===== config.mk =====
export PLATFORM = sky130hd
export DESIGN_NAME = palette_lut_banked
export DESIGN_NICKNAME = d
export VERILOG_FILES = /design/src/rtl/palette_lut_banked.sv
export SDC_FILE = /design/constraint.sdc
export NUM_CORES = 1
export LEC_CHECK = 0
export CAP_MARGIN = 20
export CORE_ASPECT_RATIO = 2
export CORE_MARGIN = 5
export CORE_UTILIZATION = 56
export DETAILED_ROUTE_END_ITERATION = 8
export MAX_ROUTING_LAYER = met4
export PLACE_DENSITY = 0.76
export SETUP_SLACK_MARGIN = 0.2
export SLEW_MARGIN = 10
export SYNTH_ARGS = -nofsm -noshare
export SYNTH_HDL_FRONTEND = slang
export SYNTH_SLANG_ARGS = --single-unit

===== constraint.sdc =====
create_clock -name Clk -period 2.1 [get_ports Clk]
set_input_delay 0.21 -clock Clk [delete_from_list [all_inputs] [get_ports Clk]]
set_output_delay 0.21 -clock Clk [all_outputs]
set_load 0.02 [all_outputs]

===== src/rtl/palette_lut_banked.sv =====
// Banked, run-time writable RGB palette with a 2-stage registered lookup and a bank switch that
// takes effect only at a frame boundary. Define PALETTE_FADE_EN to add a fade_level input and a 3rd stage.
module palette_lut_banked #(
  parameter int INDEX_W = 4,
  parameter int CHAN_W  = 4,
  parameter int BANKS   = 2,
  localparam int BANK_W = (BANKS > 1) ? $clog2(BANKS) : 1
) (
  input  logic                  Clk,
  input  logic                  Reset,
  input  logic                  pix_valid_in,
  input  logic [INDEX_W-1:0]    pix_index,
  output logic                  pix_valid_out,
  output logic [CHAN_W-1:0]     red,
  output logic [CHAN_W-1:0]     green,
  output logic [CHAN_W-1:0]     blue,
  input  logic                  wr_valid,
  output logic                  wr_ready,
  input  logic [BANK_W-1:0]     wr_bank,
  input  logic [INDEX_W-1:0]    wr_index,
  input  logic [3*CHAN_W-1:0]   wr_data,
  input  logic                  bank_sel_stb,
  input  logic [BANK_W-1:0]     bank_sel_req,
  input  logic                  frame_start,
`ifdef PALETTE_FADE_EN
  input  logic [CHAN_W-1:0]     fade_level,
`endif
  output logic [BANK_W-1:0]     active_bank
);

  localparam int ENTRIES = 1 << INDEX_W;
  localparam int RGB_W   = 3 * CHAN_W;

  logic [RGB_W-1:0]   r_pal [BANKS][ENTRIES];
  logic [BANK_W-1:0]  r_active_bank;
  logic [BANK_W-1:0]  r_pend_bank;
  logic               r_pend_valid;

  logic               r_s1_valid;
  logic [INDEX_W-1:0] r_s1_index;
  logic [BANK_W-1:0]  r_s1_bank;
  logic               r_s2_valid;
  logic [RGB_W-1:0]   r_s2_rgb;

  logic               w_wr_fire;
  logic               w_wr_bank_ok;
  logic               w_req_ok;
  logic               w_switch_valid;
  logic [BANK_W-1:0]  w_switch_bank;
  logic [RGB_W-1:0]   w_rgb_out;
  logic               w_valid_out;

  // The displayed bank is locked against writes during active video so a frame never tears.
  assign wr_ready     = !Reset && !(pix_valid_in && (wr_bank == r_active_bank));
  assign w_wr_fire    = wr_valid && wr_ready;
  assign w_wr_bank_ok = (32'(wr_bank) < BANKS);
  assign w_req_ok     = bank_sel_stb && (32'(bank_sel_req) < BANKS);

  always_comb begin
    w_switch_valid = r_pend_valid;
    w_switch_bank  = r_pend_bank;
    if (w_req_ok) begin
      w_switch_valid = 1'b1;
      w_switch_bank  = bank_sel_req;
    end
  end

  always_ff @(posedge Clk) begin
    if (Reset) begin
      for (int b = 0; b < BANKS; b++) begin
        for (int e = 0; e < ENTRIES; e++) begin
          r_pal[b][e] <= '0;
        end
      end
    end else if (w_wr_fire && w_wr_bank_ok) begin
      r_pal[wr_bank][wr_index] <= wr_data;
    end
  end

  // A strobe coinciding with frame_start is folded into the switch decision of that same edge.
  always_ff @(posedge Clk) begin
    if (Reset) begin
      r_active_bank <= '0;
      r_pend_bank   <= '0;
      r_pend_valid  <= 1'b0;
    end else if (frame_start && w_switch_valid) begin
      r_active_bank <= w_switch_bank;
      r_pend_valid  <= 1'b0;
    end else if (w_req_ok) begin
      r_pend_bank  <= bank_sel_req;
      r_pend_valid <= 1'b1;
    end
  end

  always_ff @(posedge Clk) begin
    if (Reset) begin
      r_s1_valid <= 1'b0;
      r_s1_index <= '0;
      r_s1_bank  <= '0;
      r_s2_valid <= 1'b0;
      r_s2_rgb   <= '0;
    end else begin
      r_s1_valid <= pix_valid_in;
      r_s1_index <= pix_index;
      r_s1_bank  <= r_active_bank;
      r_s2_valid <= r_s1_valid;
      r_s2_rgb   <= r_s1_valid ? r_pal[r_s1_bank][r_s1_index] : '0;
    end
  end

`ifdef PALETTE_FADE_EN
  logic [2*CHAN_W-1:0] w_fade_mult;
  logic [RGB_W-1:0]    w_faded;
  logic                r_s3_valid;
  logic [RGB_W-1:0]    r_s3_rgb;

  // fade_level+1 is widened first so the all-ones level scales by exactly 2^CHAN_W (identity).
  assign w_fade_mult = {{CHAN_W{1'b0}}, fade_level} + (2*CHAN_W)'(1);

  for (genvar g = 0; g < 3; g++) begin : g_fade
    logic [2*CHAN_W-1:0] w_prod;
    assign w_prod = {{CHAN_W{1'b0}}, r_s2_rgb[g*CHAN_W +: CHAN_W]} * w_fade_mult;
    assign w_faded[g*CHAN_W +: CHAN_W] = w_prod[2*CHAN_W-1:CHAN_W];
  end

  always_ff @(posedge Clk) begin
    if (Reset) begin
      r_s3_valid <= 1'b0;
      r_s3_rgb   <= '0;
    end else begin
      r_s3_valid <= r_s2_valid;
      r_s3_rgb   <= r_s2_valid ? w_faded : '0;
    end
  end

  assign w_valid_out = r_s3_valid;
  assign w_rgb_out   = r_s3_rgb;
`else
  assign w_valid_out = r_s2_valid;
  assign w_rgb_out   = r_s2_rgb;
`endif

  assign pix_valid_out = w_valid_out;
  assign red           = w_rgb_out[3*CHAN_W-1 -: CHAN_W];
  assign green         = w_rgb_out[2*CHAN_W-1 -: CHAN_W];
  assign blue          = w_rgb_out[CHAN_W-1:0];
  assign active_bank   = r_active_bank;

endmodule


# Word-level counts from Yosys, hierarchy flattened
# Memories as Yosys holds them, arrays and structs flattened. A register that Yosys moved wholly into a read port is not among the register bits.
# Index checks and enable logic that the tools add are counted.
totals:
  register_bits: 21
  elab_cells: 41
  n_memories: 1
  ram_bits: 384
  output_inout_bits: 15
  input_bits: 28
memory_table:
  columns: ["memory", "depth", "width", "read_ports", "rd_clocked_by_memory_dff", "wr", "line_no", "rtl"]
  rows:
  - ["r_pal", 2, 192, 1, 1, 2, "34", "logic [RGB_W-1:0] r_pal [BANKS][ENTRIES];"]
op_classes:
  n_eq_ne: 1
  bitwise_logic: 3
  magnitude_cmp: 3
  n_reduce_logical: 10
  muxes: 16
op_table:
  columns: ["cell", "count"]
  rows:
  - ["two-way mux 192 bit", 3]
  - ["OR reduction 192 bit", 1]
  - ["binary-select mux 12 bit (select 4 bit)", 1]
  - ["demux 12 bit (select 4 bit)", 1]
  - ["two-way mux 12 bit", 3]
  - ["greater-or-equal comparator 5 bit (second input constant)", 2]
  - ["NOT 4 -> 5 bit", 2]
  - ["two-way mux 1 bit", 8]
  - ["logical AND 1 bit", 5]
  - ["less-than comparator 5 x 1 -> 1 bit (second input constant)", 1]
  - ["OR reduction 2 bit", 2]
  - ["logical NOT 1 bit", 2]
  - ["equality test 1 bit", 1]
  - ["NOT 1 bit", 1]

# Longest topological paths before layout
# Gate-level depths: netlist of run 1.
depth:
  ltp_word: 10
  ltp_mapped: 8
  mapped_depth_nobuf: 4

# Worst setup path before layout of run 1
# No wires, ideal clock.
synth_timing:
  path_type: "register to register"
  from: "reg r_active_bank, in the netlist active_bank"
  to: "mem r_pal[1][108] (netlist name) (enable)"
  t_arrival_ns: 1.955
  path_stages_with_launch: 7
  required_ns: 1.715
  path_slack_ns: -0.240
  cell_sequence: "dfxtp_1 -> xnor2_1 -> a21oi_1 -> clkbuf_1 -> o21ai_1 -> buf_4 -> a21oi_1"
synth_rtl:
  columns: ["element", "line_no", "rtl"]
  rows:
  - ["start, declared", "35", "logic [BANK_W-1:0] r_active_bank;"]
  - ["start signal, assigned", "87", "r_active_bank <= w_switch_bank;"]
  - ["end, declared", "34", null]

==> results of run 1 <==
-- sequential cells by signal (all words and copies together), names as in the netlist, named ones only --
name	cells
active_bank	1
r_s1_index	4
r_pend_bank	1
r_s1_valid	1
r_pal	384
pix_valid_out	1
r_s2_rgb	12
r_pend_valid	1
-- layer usage --
layer | wire, um | vias to the layer above | part of all wire [%] | track usage [%]
met5 | 0 | - | 0 | -
met4 | 1943 | 0 | 4.3 | 10.59
met3 | 3810 | 100 | 8.5 | 3.819
met2 | 22670 | 586 | 50 | 42.28
met1 | 16610 | 5122 | 37 | 34.55
li1 | - | 4217 | - | -
-- layout make-up --
type | instances | area (um2)
Inverter | 4 | 20.02
Tap cell | 423 | 529.3
Antenna cell | 1 | 2.502
Clock buffer | 48 | 1017
Timing Repair Buffer | 202 | 2364
Multi-Input combinational cell | 521 | 5328
Sequential cell | 406 | 11990
Clock inverter | 15 | 101.3
Fill cell | 2015 | 9962
-- how the worst min path moves through the flow --
stage,start,end,depth (start not counted)
detailed placement,r_pend_valid,r_pend_valid,2
global route,pix_index[0],r_s1_index[0],2
global placement,r_pend_bank,r_pend_bank,2
CTS,pix_index[1],r_s1_index[1],2
finish,pix_index[1],r_s1_index[1],2
floorplan,frame_start,r_pend_valid,1
-- cells by family after synthesis --
kind of cell | count (synthesis)
AOI/OAI and AO/OA | 80
xor gates and xnor gates | 1
buffers and inverters | 81
DFF | 406
muxes | 132
and+or+nand+nor | 306
-- through the flow --
step / worst slack [ps] / TNS (ps)
after global routing: 132.1 / 0
final: 139.8 / 0
after global placement: -84.71 / -5500
after detailed placement: -126.3 / -12920
after CTS: 107.1 / 0
after floorplan: 212.9 / 0
-- timing repair --
item	in CTS	in global routing
gates resized for setup	29	29
setup buffers	9	11
pin swaps	5	12
gates cloned	2	5
endpoints found under the setup margin	26	121
-- power groups by stage --
stage | Sequential [mW] | Combinational, mW | Clock (mW)
2_1_floorplan | 9.65 | 0.911 | 0
3_3_place_gp | 9.69 | 1.69 | 0
3_5_place_dp | 9.73 | 1.73 | 0
4_1_cts | 9.56 | 1.82 | 6.41
5_1_grt | 9.60 | 1.97 | 6.71
6_report | 9.57 | 1.89 | 6.37
-- placed cells by master (no fill, tap or decap), types with 12 or more instances in the layout --
cell             count
nand2_1             19
a221o_1             12
and2_1             217
clkbuf_16           40
buf_4              102
edfxtp_1           384
clkdlybuf4s50_1     41
dfxtp_1             18
mux4_1              16
a22oi_1             12
mux4_2              68
mux2i_1             38
or2_2               13
buf_12              45
-- critical path: cells and delay by family, from the launching register on --
kind | cells | cell delay, ps
muxes | 2 | 710
buffers and inverters | 2 | 290
AOI/OAI and AO/OA | 2 | 410
DFF | 1 | 440
==> flow_summary.ini, run 1 <==
[timing]
rsz0062_at_grt = yes
maxSlewViolCount = 0
finalSetupViolCount = 0
skew_ps = 21.79
finalCritPeriodShare_pct = 93.34
finalHoldViolCount = 0
max_freq_mhz = 510.1
min_period_ps = 1960
slew_headroom_pct = 35.80
holdWs_ps = 222.6
worstMarginPinSlew_ps = 961.1

[drt]
firstDrtPassIters = 6
wl_um = 45040
via_count = 10030
drtIter0Drc = 1343
drt.antenna.violating_nets = 0
via_per_inst = 6.188
post_drt_wl_per_cell_um = 27.80
drc = 0

[synthesis]
synth_compound_area_share_pct = 3.230
syn_area_um2 = 17620
yosysWarningCount = 0
synth_top_flop_cell = edfxtp_1
syn_inst = 1006
ys_types = 47
muxShareOfSynthArea_pct = 14.01
syn_nets = 1034
synth_simple_gate_area_share_pct = 11.45
synth_top_area_share_pct = 65.43
syn_avg_cell_area_um2 = 17.52
ys_seq_elements = 406
synth.area.top_cells = edfxtp_1, and2_1, mux4_2, mux4_1, mux2i_1
yosysSeqAreaShare_pct = 67.93
synth_xor_xnor_area_share_pct = 0.04969
synth_common_cells = edfxtp_1, and2_1, mux4_2
synth_fa_ha_area_share_pct = 0
synth_top_family_by_area = multiplexers
synthArstFlopShare_pct = 0
yosysMostFrequentCell = edfxtp_1
synth_edf_count = 384
yosysTopAreaCell = edfxtp_1

[floorplanning]
die_area_um2 = 35340
placementRows = 92
die_height_um = 260.9
start_util_pct = 56.29
core-area_um2 = 31310
io_pins = 43
die_w_um = 135.4

[cells_and_area]
syn_to_final_growth_pct = 21.13
post-route-util_pct = 68.18
stdcell_count = 1620
finish.net_count = 1198
final_area_um2 = 21350
layout-drive-gt1-share_pct = 29.52

[pwr]
max-vdd-ir-drop_mv = 0.6778
p_per_area_nw_per_um2 = 835.2
p_switching_mw = 4.036
clockPowerShare_pct = 35.7
p_leak_nw = 7.796
pwr-share-seq_pct = 53.7
p_int_mw = 13.79
power_frac_comb_pct = 10.6
total_power_mw = 17.83
switching_share_pct = 22.64

[cts]
cts_made_buffers = 35
clkTransAtPathRegs_ps = 70
clkLatencyLatePin_ps = 530
cts_max_level = 2
clkSinkCount = 406
clockBufferDepth = 3
clockRootBuffer = clkbuf_16
cts_hold_buf = 0
tritoncts = done

[place]
place_area_um2 = 19740
dp.cells = 1529
gp_congestion = 0.8971
portBuffers = 42
hpwl_um = 29770

[global_route]
grt_pass1_wl_um = 65160
grt_usage_pct = 26.45
grt_pass1_vias = 9994
antenna_found_initial = 1
grt_max_degree = 35
grt_overflow_total = 0

[worst_setup_path]
criticalPathCategory = reg2reg
reg2reg_setup_slack_ps = 140
crit_chain = buf_12, buf_4, mux4_2, mux2i_4, a221o_1, a31oi_1
critPathRequiredTime_ps = 2500
cp_slowest_cell = mux4_2
critPathMaxStageDelay_ps = 520
reg2reg_depth = 6
start_kind = flop
rr_endpoint = r_s2_rgb[2]
critPathArrivalTime_ps = 2360
critPathCapture = r_s2_rgb[2]
endpoint_kind = flop
crit_fanout = 6

[status]
outcome = complete, no violations

[run]
max_cap_viol_count = 0

[hold_path]
hp-class = in2reg
Power figures use the tool's default switching activity.
==> inputs of run 2 (changes only) <==
--- a/config.mk
+++ b/config.mk
@@ -9,6 +9,8 @@
 export CORE_ASPECT_RATIO = 2
 export CORE_MARGIN = 5
 export CORE_UTILIZATION = 56
+export CTS_BUF_LIST = sky130_fd_sc_hd__clkbuf_16
+export CTS_CLUSTER_SIZE = 12
 export DETAILED_ROUTE_END_ITERATION = 8
 export MAX_ROUTING_LAYER = met4
 export PLACE_DENSITY = 0.76
==> run 2 against run 1 <==
Effect of this change:
- utilization fell by 0.38 points
- non-clock buffer count shrank 10
- first-iteration DRC count is 5.4% higher
- cell count is 0.12% lower
- routed wire length is 0.94% lower
- critical endpoint is now r_s2_rgb[11]
- largest power group unchanged
==> flow_summary.ini, run 2 (synthesis gave the netlist of run 1 again) <==
[worst_setup_path]
path_buf_inv = 3
endpoint_kind = flop
reg2reg_setup_slack_ps = 90
reg2reg_depth = 7
cp_slowest_cell = mux4_1
start_kind = flop
critPathArrivalTime_ps = 2420
criticalPathCategory = reg2reg
cp_num_cells = 7
crit_chain = buf_4, buf_16, buf_8, mux4_1, mux2i_1, a221o_1, a31oi_1
rr_endpoint = r_s2_rgb[11]
cp_top_family = multiplexers
crit_fanout = 5
critPathMaxStageDelay_ps = 540
critPathRequiredTime_ps = 2510

[drt]
drt.antenna.violating_nets = 0
via_per_inst = 6.187
drc = 0
wl_um = 44610
firstDrtPassIters = 7
via_count = 10010
post_drt_wl_per_cell_um = 27.57
drtIter0Drc = 1416

[cells_and_area]
layout-drive-gt1-share_pct = 27.45
final_common_cell = edfxtp_1
layout_common_cells = edfxtp_1, and2_1, buf_4, mux4_2, buf_12
diodes = 0
top_regs = r_pal x384, r_s2_rgb x12, r_s1_index x4
largest-register = r_pal
syn_to_final_growth_pct = 20.45
finish.net_count = 1194
largest_reg_flops = 384
final_area_um2 = 21230

[hold_path]
hp-class = in2reg
worstHoldPathCells = 2
min_to = r_s1_index[1]
worstHoldStart = pix_index[1]

[global_route]
grt_max_degree = 35
grt_pass1_vias = 9977
antenna_found_initial = 0
grt_usage_pct = 26.55
grt_pass1_wl_um = 65340
grt_overflow_total = 0

[timing]
finalCritPeriodShare_pct = 95.86
worstMarginPinSlew_ps = 961.1
max_freq_mhz = 496.8
finalHoldViolCount = 0
maxSlewViolCount = 0
finalSetupViolCount = 0
finalWorstSetupSlack_ps = 86.95
rsz0062_at_grt = yes
slew_headroom_pct = 35.80
skew_ps = 15.66
min_period_ps = 2013

[pwr]
switching_share_pct = 22.73
clockPowerShare_pct = 35.8
p_leak_nw = 7.862
p_per_area_nw_per_um2 = 838.3
p_int_mw = 13.75
power_frac_comb_pct = 10.4
max-vdd-ir-drop_mv = 0.6764
total_power_mw = 17.80
p_switching_mw = 4.045
pwr-share-seq_pct = 53.8

[floorplanning]
die_w_um = 135.4
die_height_um = 260.9
start_util_pct = 56.29
core-area_um2 = 31310
io_pins = 43
die_area_um2 = 35340
placementRows = 92

[cts]
clockBufferDepth = 3
clkTransAtPathRegs_ps = 60
cts_made_buffers = 40
cts_max_level = 2
clkLatencyLatePin_ps = 540
clockRootBuffer = clkbuf_16
clkSinkCount = 406
tritoncts = done

[run]
max_cap_viol_count = 0

[place]
dp_slack_ps = -126.3
place_area_um2 = 19740
gp_congestion = 0.8971
hpwl_um = 29770
portBuffers = 42

[status]
outcome = complete, no violations
-- run 2: cell count changes in the layout (fill, tap and decap cells not counted), sizes merged --
cell	change
or2	+1
inv	+29
clkinvlp	-2
clkbuf	-10
clkinv	-11
diode	-1
bufinv	-1
bufbuf	-1
buf	-6
-- run 2: timing repair --
item | CTS | global route
pin swaps | 8 | 14
gates resized for setup | 24 | 17
setup buffers | 9 | 3
gates cloned | 3 | 3
setup endpoints to repair | 13 | 106
hold buffers | 0 | 0
-- run 2: through the flow --
stage          instances  utilization (%)  hold WS [ps]  setup TNS [ps]
2_1_floorplan       1006                -         286.8               0
3_3_place_gp        1529            63.04         464.0           -5500
3_5_place_dp        1529            63.04         482.8          -12920
4_1_cts             1612            67.54         214.9               0
5_1_grt             1618            67.80         234.8               0
6_report            1618            67.80         230.7               0
-- run 2: routing by layer --
metal	share of wire [%]	routed length, um	vias to the layer above	GRT usage, %
li1	-	-	4219	-
met1	37	16690	5094	34.66
met2	50	22520	586	43.00
met3	7.7	3414	112	3.569
met4	4.5	1996	0	9.950
met5	0	0	-	-
-- run 2: cell type report --
| cell class | instances | area (um2) |
|---|---|---|
| Clock buffer | 41 | 1026 |
| Inverter | 4 | 20.02 |
| Clock inverter | 30 | 120.1 |
| Tap cell | 423 | 529.3 |
| Fill cell | 2029 | 10080 |
| Timing Repair Buffer | 192 | 2217 |
| Sequential cell | 406 | 11990 |
| Multi-Input combinational cell | 522 | 5330 |
-- run 2: power by group through the flow --
stage	logic, mW	clock network, mW	registers (mW)
2_1_floorplan	0.911	0	9.65
3_3_place_gp	1.69	0	9.69
3_5_place_dp	1.73	0	9.73
4_1_cts	1.82	6.43	9.57
5_1_grt	1.92	6.75	9.60
6_report	1.84	6.38	9.57
-- run 2: worst max-delay path by stage --
stage	from	end	slack, ps
floorplan	active_bank	r_pal[1][100]	210
detailed placement	wr_valid	r_pal[0][78]	-130
CTS	flop	r_s2_rgb[8]	90
global placement	wr_valid	r_pal[0][85]	-80
global route	flop	r_s2_rgb[5]	70
finish	flop	r_s2_rgb[11]	90
==> inputs of run 3 (changes only) <==
--- a/config.mk
+++ b/config.mk
@@ -7,7 +7,7 @@
 export LEC_CHECK = 0
 export CAP_MARGIN = 20
 export CORE_ASPECT_RATIO = 2
-export CORE_MARGIN = 5
+export CORE_MARGIN = 8
 export CORE_UTILIZATION = 56
 export CTS_BUF_LIST = sky130_fd_sc_hd__clkbuf_16
 export CTS_CLUSTER_SIZE = 12
==> run 3 against run 2 <==
Effect of this change:
- non-clock buffer count decreased by 10
- worst hold slack got worse by 14 ps
- critical path depth decreased by 2
- maximum frequency increased by 4.9%
- register-to-register slack improved by 90 ps
- largest cell class unchanged
- critical endpoint is now r_s2_rgb[7]
- clock power decreased by 0.6%
- final area decreased by 0.22%
- combinational power about the same
- routed wire length decreased by 0.61%
- sequential power about the same
==> flow_summary.ini, run 3 (synthesis gave the netlist of run 1 again) <==
[status]
outcome = complete, no violations

[hold_path]
hp-class = in2reg
worstHoldPathCells = 2
min_to = r_s1_index[1]
worstHoldStart = pix_index[1]

[cells_and_area]
seqCellArea_um2 = 11980
fill_cells = 2081
finish.net_count = 1184
multi_input_area_um2 = 5340
layout_common_cells = edfxtp_1, and2_1, buf_4, mux4_2, buf_12
diodes = 0
largest-register = r_pal
top_regs = r_pal x384, r_s2_rgb x12, r_s1_index x4
largest_reg_flops = 384
syn_to_final_growth_pct = 20.18
final_common_cell = edfxtp_1
stdcell_count = 1604
layout-drive-gt1-share_pct = 27.27

[global_route]
grt_overflow_total = 0
grt_pass1_wl_um = 63450
grt_pass1_vias = 9727
grt_max_degree = 38
grt_usage_pct = 24.09
antenna_found_initial = 0

[drt]
drtIter0Drc = 1184
drt.antenna.violating_nets = 0
post_drt_wl_per_cell_um = 27.64
via_count = 9973
firstDrtPassIters = 5
drc = 0
via_per_inst = 6.218
wl_um = 44340

[worst_setup_path]
criticalPathCategory = reg2reg
endpoint_kind = flop
reg2reg_setup_slack_ps = 180
rr_endpoint = r_s2_rgb[7]
critPathArrivalTime_ps = 2320
reg2reg_depth = 5
critPathRequiredTime_ps = 2500
start_kind = flop
crit_fanout = 11

[cts]
cts_made_buffers = 40
tritoncts = done
clockRootBuffer = clkbuf_16
clkLatencyLatePin_ps = 540
clkTransAtPathRegs_ps = 60
cts_max_level = 2
clkSinkCount = 406
clockBufferDepth = 3

[pwr]
p_leak_nw = 7.784
p_switching_mw = 4.010
max-vdd-ir-drop_mv = 0.6945
clockPowerShare_pct = 35.7
total_power_mw = 17.74
p_int_mw = 13.73
power_frac_comb_pct = 10.4
switching_share_pct = 22.60
pwr-share-seq_pct = 53.9
p_per_area_nw_per_um2 = 837.7

[floorplanning]
core-area_um2 = 31310
die_w_um = 141.4
die_area_um2 = 37750
start_util_pct = 56.29
placementRows = 92
die_height_um = 266.9
io_pins = 43

[timing]
slew_headroom_pct = 34.62
holdWs_ps = 217.0
skew_ps = 9.217
worstMarginPinSlew_ps = 978.7
finalCritPeriodShare_pct = 91.41
min_period_ps = 1920
finalSetupViolCount = 0
maxSlewViolCount = 0
max_freq_mhz = 520.9
rsz0062_at_grt = yes
finalHoldViolCount = 0
finalWorstSetupSlack_ps = 180.3

[place]
portBuffers = 42
hpwl_um = 29440
dp_slack_ps = -212.7
gp_congestion = 0.9161
dp.cells = 1524

[run]
max_cap_viol_count = 0
==> run 3: cell types whose count changed in the layout (fill, tap and decap cells not counted), moves of 3 or more <==
| cell | change |
|---|---|
| buf_4 | -13 |
| inv_1 | -4 |
| clkbuf_16 | +3 |
| a221oi_2 | +3 |
| a221oi_1 | -3 |
==> run 3: power groups by stage <==
stage / Sequential (mW) / Clock (mW) / Combinational, mW
global placement: 9.69 / 0 / 1.71
floorplan: 9.65 / 0 / 0.911
detailed placement: 9.73 / 0 / 1.74
finish: 9.56 / 6.34 / 1.84
global route: 9.59 / 6.67 / 1.92
CTS: 9.55 / 6.40 / 1.80
==> run 3: per-layer routing <==
metal / vias to the layer above / global-route usage, % / part of all wire [%]
met4: 0 / 10.63 / 4.1
met3: 89 / 3.152 / 7.7
met2: 567 / 38.95 / 51
li1: 4195 / - / -
met1: 5122 / 30.15 / 37
met5: - / - / 0
==> run 3: worst max-delay path by stage <==
stage / start / to / slack [ps] / depth (start not counted)
2_1_floorplan: active_bank / r_pal[1][100] / 210 / 6
3_3_place_gp: wr_index[0] / r_pal[1][38] / -160 / 7
3_5_place_dp: wr_valid / r_pal[0][80] / -210 / 6
4_1_cts: r_s1_index[0] / r_s2_rgb[9] / 130 / 7
5_1_grt: flop / r_s2_rgb[7] / 180 / 5
6_report: flop / r_s2_rgb[7] / 180 / 5
==> run 3: worst max-delay path, stage by stage (launching register included) <==
cell       delay (ps)
dfxtp_4           420
clkbuf_16         220
mux4_2            530
mux2i_2           230
a221o_1           280
a31oi_1            90
==> run 3: stage by stage <==
stage               util (%)  setup TNS, ps  instance area (um2)
CTS                    67.12              0                21010
floorplan                  -              0                17770
global placement       63.12         -22890                19760
detailed placement     63.12         -38300                19760
global route           67.65              0                21180
finish                 67.65              0                21180
==> run 3: timing repair <==
action                                 in CTS  in global routing
endpoints found under the hold margin       0                  0
setup buffers                               5                  2
cloned                                      0                  6
setup endpoints to repair                  61                120
pin swaps                                   5                 10
resized for setup                          23                 19
hold buffers                                0                  0
==> run 3: cell type report <==
class / instances / share of cell area (%)
inverter: 4 / 0.09451
tap: 423 / 2.499
sequential: 406 / 56.58
timing repair buffer: 182 / 10.29
clock inverter: 26 / 0.4844
clock buffer: 41 / 4.844
multi-input combinational: 522 / 25.21
